**config.mk**
```make
export PLATFORM = sky130hd
export DESIGN_NAME = word_transmitter_flat
export DESIGN_NICKNAME = d
export VERILOG_FILES = /design/src/rtl/word_transmitter_if.sv /design/src/rtl/word_transmitter.sv /design/src/flat_wrapper.sv
export SDC_FILE = /design/constraint.sdc
export NUM_CORES = 1
export LEC_CHECK = 0
export ABC_AREA = 1
export CAP_MARGIN = 0
export CORE_MARGIN = 2
export CORE_UTILIZATION = 34
export DETAILED_ROUTE_END_ITERATION = 16
export GPL_TIMING_DRIVEN = 1
export SETUP_SLACK_MARGIN = 0.5
export SYNTH_ARGS = -nofsm -noshare
export SYNTH_HDL_FRONTEND = slang
export SYNTH_SLANG_ARGS = --single-unit
```
**constraint.sdc**
```tcl
create_clock -name clock -period 1.6 [get_ports clock]
set_clock_uncertainty 0.1 [all_clocks]
set_input_delay 0.32 -clock clock [delete_from_list [all_inputs] [get_ports clock]]
set_output_delay 0.32 -clock clock [all_outputs]
set_load 0.1 [all_outputs]
```
**src/rtl/word_transmitter_if.sv**
```systemverilog
// word_transmitter_if: request handshake plus two-wire serial link of word_transmitter.
interface word_transmitter_if #(
  parameter int ADDR_WIDTH = 12,
  parameter int DATA_WIDTH = 32
);
  logic valid;
  logic [ADDR_WIDTH-1:0] addr_in;
  logic [DATA_WIDTH-1:0] word_in;
  logic ready;
  logic busy;
  logic done;
  logic data_on_pin;
  logic data_pin;
  modport master (
    output valid, addr_in, word_in,
    input  ready, busy, done, data_on_pin, data_pin
  );
  modport slave (
    input  valid, addr_in, word_in,
    output ready, busy, done, data_on_pin, data_pin
  );
endinterface

```
**src/rtl/word_transmitter.sv**
```systemverilog
// word_transmitter: serialises one {address, data} pair MSB first onto a strobe/data link.
module word_transmitter #(
  parameter int ADDR_WIDTH   = 12,
  parameter int DATA_WIDTH   = 32,
  parameter int SETUP_CYCLES = 2,
  parameter int HIGH_CYCLES  = 4,
  parameter int LOW_CYCLES   = 4,
  parameter int GAP_CYCLES   = 16
) (
  input logic clock,
  input logic reset,
  word_transmitter_if.slave bus
);
  localparam int N = ADDR_WIDTH + DATA_WIDTH;
  localparam int M1 = SETUP_CYCLES > HIGH_CYCLES ? SETUP_CYCLES : HIGH_CYCLES;
  localparam int M2 = LOW_CYCLES > GAP_CYCLES ? LOW_CYCLES : GAP_CYCLES;
  localparam int PMAX = M1 > M2 ? M1 : M2;
  localparam int PW = $clog2(PMAX + 1);
  localparam int BW = $clog2(N + 1);
  typedef enum logic [2:0] {IDLE, SETUP, STROBE_HI, STROBE_LO, GAP} state_t;
  state_t state_q, state_d;
  logic [PW-1:0] cnt_q, cnt_d;
  logic [BW-1:0] bit_q, bit_d;
  logic [N-1:0] sh_q, sh_d;
  logic ready_q, ready_d, busy_q, busy_d, done_q, done_d;
  logic strobe_q, strobe_d, data_q, data_d;
  logic phase_end;
  assign phase_end = cnt_q == (state_q == SETUP     ? PW'(SETUP_CYCLES - 1) :
                               state_q == STROBE_HI ? PW'(HIGH_CYCLES - 1)  :
                               state_q == STROBE_LO ? PW'(LOW_CYCLES - 1)   :
                                                      PW'(GAP_CYCLES - 1));
  always_comb begin
    state_d  = state_q;
    cnt_d    = phase_end ? '0 : cnt_q + 1'b1;
    bit_d    = bit_q;
    sh_d     = sh_q;
    ready_d  = 1'b0;
    done_d   = 1'b0;
    strobe_d = strobe_q;
    data_d   = data_q;
    case (state_q)
      IDLE: begin
        ready_d = 1'b1;
        cnt_d   = '0;
        if (bus.valid && ready_q) begin
          state_d = SETUP;
          ready_d = 1'b0;
          sh_d    = {bus.addr_in, bus.word_in};
          bit_d   = '0;
          data_d  = bus.addr_in[ADDR_WIDTH-1];
        end
      end
      SETUP: if (phase_end) begin
        state_d  = STROBE_HI;
        strobe_d = 1'b1;
      end
      STROBE_HI: if (phase_end) begin
        state_d  = STROBE_LO;
        strobe_d = 1'b0;
      end
      STROBE_LO: if (phase_end) begin
        if (bit_q == BW'(N - 1)) begin
          state_d = GAP;
          bit_d   = BW'(N);
          data_d  = 1'b0;
        end else begin
          state_d = SETUP;
          bit_d   = bit_q + 1'b1;
          sh_d    = sh_q << 1;
          data_d  = sh_q[N-2];
        end
      end
      GAP: if (phase_end) begin
        state_d = IDLE;
        ready_d = 1'b1;
        done_d  = 1'b1;
      end
      default: state_d = IDLE;
    endcase
    busy_d = ~ready_d;
  end
  always_ff @(posedge clock) begin
    if (reset) begin
      state_q  <= IDLE;
      cnt_q    <= '0;
      bit_q    <= '0;
      sh_q     <= '0;
      ready_q  <= 1'b1;
      busy_q   <= 1'b0;
      done_q   <= 1'b0;
      strobe_q <= 1'b0;
      data_q   <= 1'b0;
    end else begin
      state_q  <= state_d;
      cnt_q    <= cnt_d;
      bit_q    <= bit_d;
      sh_q     <= sh_d;
      ready_q  <= ready_d;
      busy_q   <= busy_d;
      done_q   <= done_d;
      strobe_q <= strobe_d;
      data_q   <= data_d;
    end
  end
  assign bus.ready       = ready_q;
  assign bus.busy        = busy_q;
  assign bus.done        = done_q;
  assign bus.data_on_pin = strobe_q;
  assign bus.data_pin    = data_q;
endmodule

```
**src/flat_wrapper.sv**
```systemverilog
// flat-port wrapper written by rule: the top's interface ports become plain ports
module word_transmitter_flat 
#(
  parameter int ADDR_WIDTH   = 12,
  parameter int DATA_WIDTH   = 32,
  parameter int SETUP_CYCLES = 2,
  parameter int HIGH_CYCLES  = 4,
  parameter int LOW_CYCLES   = 4,
  parameter int GAP_CYCLES   = 16
)
  (clock, reset, bus_valid, bus_addr_in, bus_word_in, bus_ready, bus_busy, bus_done, bus_data_on_pin, bus_data_pin);
  word_transmitter_if #(.ADDR_WIDTH(ADDR_WIDTH), .DATA_WIDTH(DATA_WIDTH)) bus_i ();
  input logic clock;
  input logic reset;
  input wire logic [$bits(bus_i.valid)-1:0] bus_valid;
  input wire logic [$bits(bus_i.addr_in)-1:0] bus_addr_in;
  input wire logic [$bits(bus_i.word_in)-1:0] bus_word_in;
  output wire logic [$bits(bus_i.ready)-1:0] bus_ready;
  output wire logic [$bits(bus_i.busy)-1:0] bus_busy;
  output wire logic [$bits(bus_i.done)-1:0] bus_done;
  output wire logic [$bits(bus_i.data_on_pin)-1:0] bus_data_on_pin;
  output wire logic [$bits(bus_i.data_pin)-1:0] bus_data_pin;
  assign bus_i.valid = bus_valid;
  assign bus_i.addr_in = bus_addr_in;
  assign bus_i.word_in = bus_word_in;
  assign bus_ready = bus_i.ready;
  assign bus_busy = bus_i.busy;
  assign bus_done = bus_i.done;
  assign bus_data_on_pin = bus_i.data_on_pin;
  assign bus_data_pin = bus_i.data_pin;
  word_transmitter #(.ADDR_WIDTH(ADDR_WIDTH), .DATA_WIDTH(DATA_WIDTH), .SETUP_CYCLES(SETUP_CYCLES), .HIGH_CYCLES(HIGH_CYCLES), .LOW_CYCLES(LOW_CYCLES), .GAP_CYCLES(GAP_CYCLES)) u_core (.clock(clock), .reset(reset), .bus(bus_i));
endmodule
```
---- Yosys cells after proc, flatten, opt, wreduce, memory -nomap -nowiden ----
Index checks and enable logic that the tools add are counted.
operators by class
  muxes and demuxes ....................... 28
  reduce and logical (&&, ||, !) cells .... 10
  equality and inequality tests ........... 12
  $lt $le $gt $ge ......................... 0
  shifts and indexed selects .............. 0
  divide/modulo/power cells ............... 0
  $mul .................................... 0
  $add $sub $neg .......................... 2
  bitwise operators ....................... 2
operator list
  kind                                            number
  two-way mux 43 bit                              3
  one-hot mux 43 bit (2 select lines)             1
  two-way mux 3 bit                               6
  two-way mux 6 bit                               3
  one-hot mux 3 bit (5 select lines)              1
  one-hot mux 6 bit (2 select lines)              1
  two-way mux 5 bit                               2
  != test 2 x 1 -> 1 bit (second input constant)  5
  two-way mux 1 bit                               7
  adder 6 x 1 -> 6 bit (second input constant)    1
  == test 3 x 2 -> 1 bit (second input constant)  2
  == test 6 bit (second input constant)           1
  one-hot mux 1 bit (2 select lines)              3
  AND reduction 3 bit                             2
  adder 5 x 1 -> 5 bit (second input constant)    1
  == test 5 bit                                   1
  AND reduction 5 bit                             1
  two-way mux 4 bit                               1
  AND reduction 4 bit                             1
  nonzero test 2 bit                              2
  == test 3 x 1 -> 1 bit (second input constant)  1
  == test 3 bit (second input constant)           1
  logical NOT 3 bit                               1
  OR reduction 3 bit                              1
  other kinds (4)                                 5
word-level totals
  bits in latches ......................... 0
  memories kept ........................... 0
  output and inout bits ................... 5
  ROM bits ................................ 0
  register bits after elaboration ......... 62
  word-level logic and storage cells ...... 63
  bits of input ports ..................... 47
  bits in writable memories ............... 0

---- Longest topological paths before layout ----
  word-level depth ........................ 8
  depth in mapped cells ................... 11
  gate-level depth less buffers ........... 10

---- Least setup slack after synthesis ----
OpenSTA, ideal clock, no wires.
  kind .................................... register -> register
  start ................................... register u_core.ready_q, in the netlist u_core.bus.ready
  end ..................................... register u_core.sh_q[28]
  slack ................................... -0.549 ns
  setup time .............................. 0.115 ns
  data required time ...................... 1.385 ns
  period minus slack after synthesis ...... 2.149 ns
  cell stages (with the launch flop) ...... 11
  arrival ................................. 1.934 ns
  path buffers ............................ 1
  cell sequence ........................... dfxtp_1 > nand2_1 > nand3_1 > nand2_1 > inv_2 > nand3_2 > nand2_4 > buf_4 > nand3_1 > nand2_1 > nor2_1
on the way
  cells in the longest elaborated chain, start to end .. 3
ends and longest elaborated chain
  element                                  line                    RTL
  start: declaration                       word_transmitter.sv:25  logic ready_q, ready_d, busy_q, busy_d, done_q, done_d;
  start signal: assignment                 word_transmitter.sv:98  ready_q <= ready_d;
  logical AND 1 bit                        word_transmitter.sv:45  if (bus.valid && ready_q) begin
  != test 2 x 1 -> 1 bit (no source line)  --
  AND reduction 4 bit (no source line)     --
  end signal: assignment                   word_transmitter.sv:87  sh_q <= '0;
  end signal: assignment                   word_transmitter.sv:97  sh_q <= sh_d;
  end: declaration                         word_transmitter.sv:24  logic [N-1:0] sh_q, sh_d;
No other way between the ends.
A chain may end at the register's enable or synchronous reset.

---- Worst setup path after layout ----
  start ................................... register u_core.state_q[1]
  end ..................................... register u_core.state_q[1]
on the way
  cells in the longest elaborated chain, start to end .. 7
  elaborated cells on any way between the ends .. 16
  classes of those cells .................. eq/ne (10); mux (4); reduce/logical (2)
ends and longest elaborated chain
  element                                  line                                            RTL
  start: declaration                       word_transmitter.sv:21                          state_t state_q, state_d;
  start signal: assignment                 word_transmitter.sv:94                          state_q <= state_d;
  == test 3 x 2 -> 1 bit                   word_transmitter.sv:30, word_transmitter.sv:41
  two-way mux 4 bit                        word_transmitter.sv:30                          state_q == STROBE_LO ? PW'(LOW_CYCLES - 1) :
  two-way mux 5 bit                        word_transmitter.sv:29                          state_q == STROBE_HI ? PW'(HIGH_CYCLES - 1) :
  two-way mux 5 bit                        word_transmitter.sv:28                          assign phase_end = cnt_q == (state_q == SETUP ? PW'(SETUP_CYCLES - 1) :
  == test 5 bit                            word_transmitter.sv:28
  != test 2 x 1 -> 1 bit (no source line)  --
  AND reduction 5 bit (no source line)     --
Parallel ways exist; a longest one is shown, timed or not.

==> results.md <==
- The run finished, with violations left.
- The checks that failed: setup timing.
- The overall global routing resource usage is 16.38%.
- The standard-cell row count is 36.
- The capturing instance or port of the critical path is u_core.state_q[1].
- Setup repair after global routing could not meet its margin everywhere.
- 52 I/O pins were placed.
- For this block, the initial DRC count from the detailed router was 121.
- The total of fill cells in the finished design is 941.
- The largest net degree at the start of global routing is 49.
- Among all stages on the critical path, the largest delay is contributed by dfxtp_2.
- Data on the critical path is required at its endpoint by 1750 ps.
- The count of nets left with antenna violations once routing finished came out at 0.
- The maximum clock rate is 578.9 MHz.
- The startpoint of the most critical register-to-register path is u_core.state_q[1].
- The leakage component of the power is 2.479 nW.
- The number of endpoints with negative hold slack in the final report is 0.
- The share of cells above drive strength 1 is 26.65%.
- The maximum buffer depth of the clock tree is 2.
- The sequential group share of total power is 39.3%.
- The cell area that synthesis handed to floorplanning was 3386 sq um.
- The net switching fraction of the power is 31.81%.
- The antenna cell count is 0.
- The internal portion of the total power is 3.270 mW.
- The share of the Yosys chip area taken by registers is 36.66%.
- In this run the tool buffered the top-level ports with 51 buffer cells.
- The dominant combinational cell family by area after synthesis is simple AND/OR/NAND/NOR gates.
- The floorplan step defined a core boundary enclosing 9729 sq um.
- At the end of routability-driven placement, the weighted congestion stood at 0.8823.
- The tree is rooted in a clkbuf_8.
- The post-route fraction of the period consumed by the critical path is 108.0%.
- VDD sags by at most 0.4632 mV.
- STA classifies the critical path endpoint as a register.
- The number of antenna violations at the first check in global routing was 0.
- The net total in the final layout is 683.
- For this run, the number of Yosys warnings is 0.
- The clock power share is 29.1%.
- The number of global-route vias before repair is 3238.
- The post-synthesis net count is 605.
- The wire length after detailed routing is 9.256 mm.
- CTS saw 62 sinks.
- The number of enable flip-flop cells after synthesis is 0.
- Summing the areas of all compound-gate instances in the mapped netlist gives 9.017% of the synthesized area.
- The fraction of registers with async set or reset after synthesis is 0%.
- After global routing the overflow that remains totals 0.
- The max-slew violation total from the final report is 0.
- The via count is 3559.
- The depth of the worst register-to-register path is 11.
- For this design the total switching power over the nets is 1.525 mW.
- Traced cell by cell, the critical path runs through nor2_4 > nor2_4 > nand2_2 > buf_4 > buf_4 > buf_4 > nand3_2 > buf_6 > buf_12 > o21ai_1 > a21oi_1.
- CTS built an H-tree with a depth of 3.
- The floorplan die area is 10770 sq um.
- The relative max-transition margin is 78.22%.
- The number of non-filler instances in the completed layout is 771.
- The number of clock buffers added by TritonCTS is 9.
- The number of maximum-capacitance violations is 0.
- The critical path's most frequent cell is buf_4.
- The floorplan die height is 103.8 um.
- The synthesized flop and latch total is 62.
- In the final layout, flip-flops and latches occupy 1259 sq um.
- Synthesis produced 556 cells.
- The average footprint of a synthesized cell is 6.089 sq um.
- The combinational power share is 31.7%.
- The number of cells in the design after placement is 736.
- For this run, the leading register cell type out of synthesis is dfxtp_1.
- The worst hold slack is 378.3 ps.
- The synthesized netlist devotes 1.552% of its cell area to XOR and XNOR gates.
- The first global-routing pass estimated 14.66 mm of wire.
- Relative to the synthesized area, the layout overhead comes to 55.69%.
- The post-synthesis simple-gate area fraction is 40.17%.
- The transition at the pin with the smallest max-transition slack is 324.9 ps.
- The chip width is 103.8 um.
- TritonCTS built the clock tree.
- The initial core utilization is 34.80%.
- The area occupied by multi-input gates is 2173 sq um.
- In the routed design, unresolved DRC markers number 0.
- The count of endpoints failing setup in the final report is 58.
- After detailed routing, the average wire length per cell comes to 12.01 um.
- The endpoint identified for the worst register-to-register timing path is u_core.state_q[1].
- The number of distinct library cell variants in the gate-level netlist after synthesis is 24.
- Detailed placement ended at an HPWL of 5.061 mm.
- The biggest cell delay along the critical path is 360 ps.
- The multiplexer area fraction after synthesis is 0%.
- The critical path start-end classification is reg2reg.
- Clock-pin slew was measured on the worst setup and hold paths at 70 ps.
- Dividing the detail-routed via count by the number of cells gives 4.616.
- In the post-route analysis, the smallest setup slack over all paths is -127.5 ps.
- In this run the worst hold path is classified as reg2reg.
- The maximum fanout along the worst path is 3.
- STA classifies the critical path startpoint as a register.
- The total power per unit cell area is 909.7 nW/um^2.
- The iteration count of the initial detailed-routing pass is 4.
- The worst setup path startpoint is u_core.state_q[1].
- In this run the register-to-register setup slack is -130 ps.
- Subtracting the final worst setup slack from the clock period gives 1728 ps.
- The worst path arrival time is 1880 ps.
- The later pin in the worst-skew pair is clocked with a latency of 340 ps.
- The adder and majority gate portion of the synthesized area is 0.7391%.
==> power by group through the flow <==
stage | clock network, mW | registers [mW] | logic, mW
after floorplan | 0 | 1.97 | 0.705
after global placement | 0 | 1.90 | 1.16
after detailed placement | 0 | 1.90 | 1.18
after CTS | 1.43 | 1.87 | 1.31
after global routing | 1.48 | 1.91 | 1.66
final | 1.39 | 1.88 | 1.52
==> how the worst min path moves through the flow <==
stage / startpoint / to / slack (ps) / depth (start not counted)
global route: u_core.sh_q[8] / u_core.sh_q[8] / 410 / 2
finish: u_core.sh_q[9] / u_core.sh_q[9] / 380 / 2
global placement: u_core.sh_q[40] / u_core.sh_q[40] / 360 / 2
CTS: u_core.sh_q[10] / u_core.sh_q[10] / 390 / 2
detailed placement: u_core.sh_q[10] / u_core.sh_q[10] / 370 / 2
floorplan: u_core.cnt_q[0] / u_core.cnt_q[0] / 330 / 1
==> placed cells by master (no fill, tap or decap), types with 7 or more instances in the layout <==
cell and n:
nor2_1 58, nand2_2 11, nand3_1 26, buf_4 20, buf_12 16, nand2_1 184
a21oi_1 36, buf_6 10, dfxtp_1 52, clkbuf_8 12, inv_1 52, nor2_2 7
clkdlybuf4s50_1 46, nand3_2 29, a21oi_2 16, dfxtp_2 8
==> critical path: cells and delay by family, from the launching register on <==
| kind | cells | cell delay, ps |
|---|---|---|
| compound gates | 2 | 220 |
| buf+inv | 5 | 600 |
| flops | 1 | 360 |
| simple gates | 4 | 370 |
==> flip-flops by register name (all words and copies together), names as in the netlist <==
name	cells
u_core.bus.done	1
u_core.bit_q	6
u_core.bus.busy	1
u_core.bus.data_pin	1
u_core.bus.data_on_pin	1
u_core.sh_q	43
u_core.bus.ready	1
u_core.state_q	3
u_core.cnt_q	5
==> logic make-up after synthesis <==
logic type	count (synthesis)
buffers and inverters	93
and+or+nand+nor	332
DFF	62
xor gates and xnor gates	6
AOI/OAI and AO/OA	61
adders and majority gates	2
==> cell usage after synthesis, types with 3 or more instances <==
| master | count | area (sq um) |
|---|---|---|
| a21oi_1 | 52 | 260.3 |
| buf_1 | 3 | 11.26 |
| buf_2 | 12 | 60.06 |
| buf_4 | 10 | 75.07 |
| clkbuf_1 | 9 | 33.78 |
| dfxtp_1 | 62 | 1241 |
| inv_1 | 57 | 214.0 |
| nand2_1 | 196 | 735.7 |
| nand3_1 | 59 | 295.3 |
| nor2_1 | 66 | 247.7 |
| o21ai_0 | 5 | 25.02 |
| o21ai_1 | 4 | 20.02 |
| xor2_1 | 4 | 35.03 |
==> timing repair <==
item	CTS	global route
hold buffers	0	0
cloned	7	3
gates resized for setup	41	67
endpoints found under the setup margin	67	67
pin swaps	6	13
buffers inserted	6	4
==> routing by layer <==
metal | share of wire (%) | routed length, um | GRT usage, % | up-vias
li1 | - | - | - | 1885
met1 | 47 | 4375 | 20.81 | 1595
met2 | 47 | 4393 | 27.44 | 61
met3 | 3.1 | 289 | 2.706 | 18
met4 | 2.1 | 197 | 7.046 | 0
met5 | 0 | 0 | 0 | -
==> layout make-up <==
class	count	area share (%)
flip-flops and latches	62	23.88
multi-input cells	403	41.23
well taps	133	3.157
inverters	59	4.344
clock buffers	13	3.608
clock inverters	2	0.2374
repair buffers	99	23.55
==> per-stage QoR <==
step / setup WS, ps / utilization, % / setup TNS, ps / power (mW) / area [sq um]
floorplan: 20.68 / - / 0 / 2.671 / 3500
global placement: -308.6 / 44.71 / -13060 / 3.053 / 4350
detailed placement: -345.6 / 44.71 / -14600 / 3.080 / 4350
CTS: -67.19 / 50.31 / -1652 / 4.609 / 4895
global route: -196.2 / 54.18 / -8883 / 5.050 / 5271
finish: -127.5 / 54.18 / -3965 / 4.795 / 5271
Note: power is estimated with default switching activity, not from simulation.
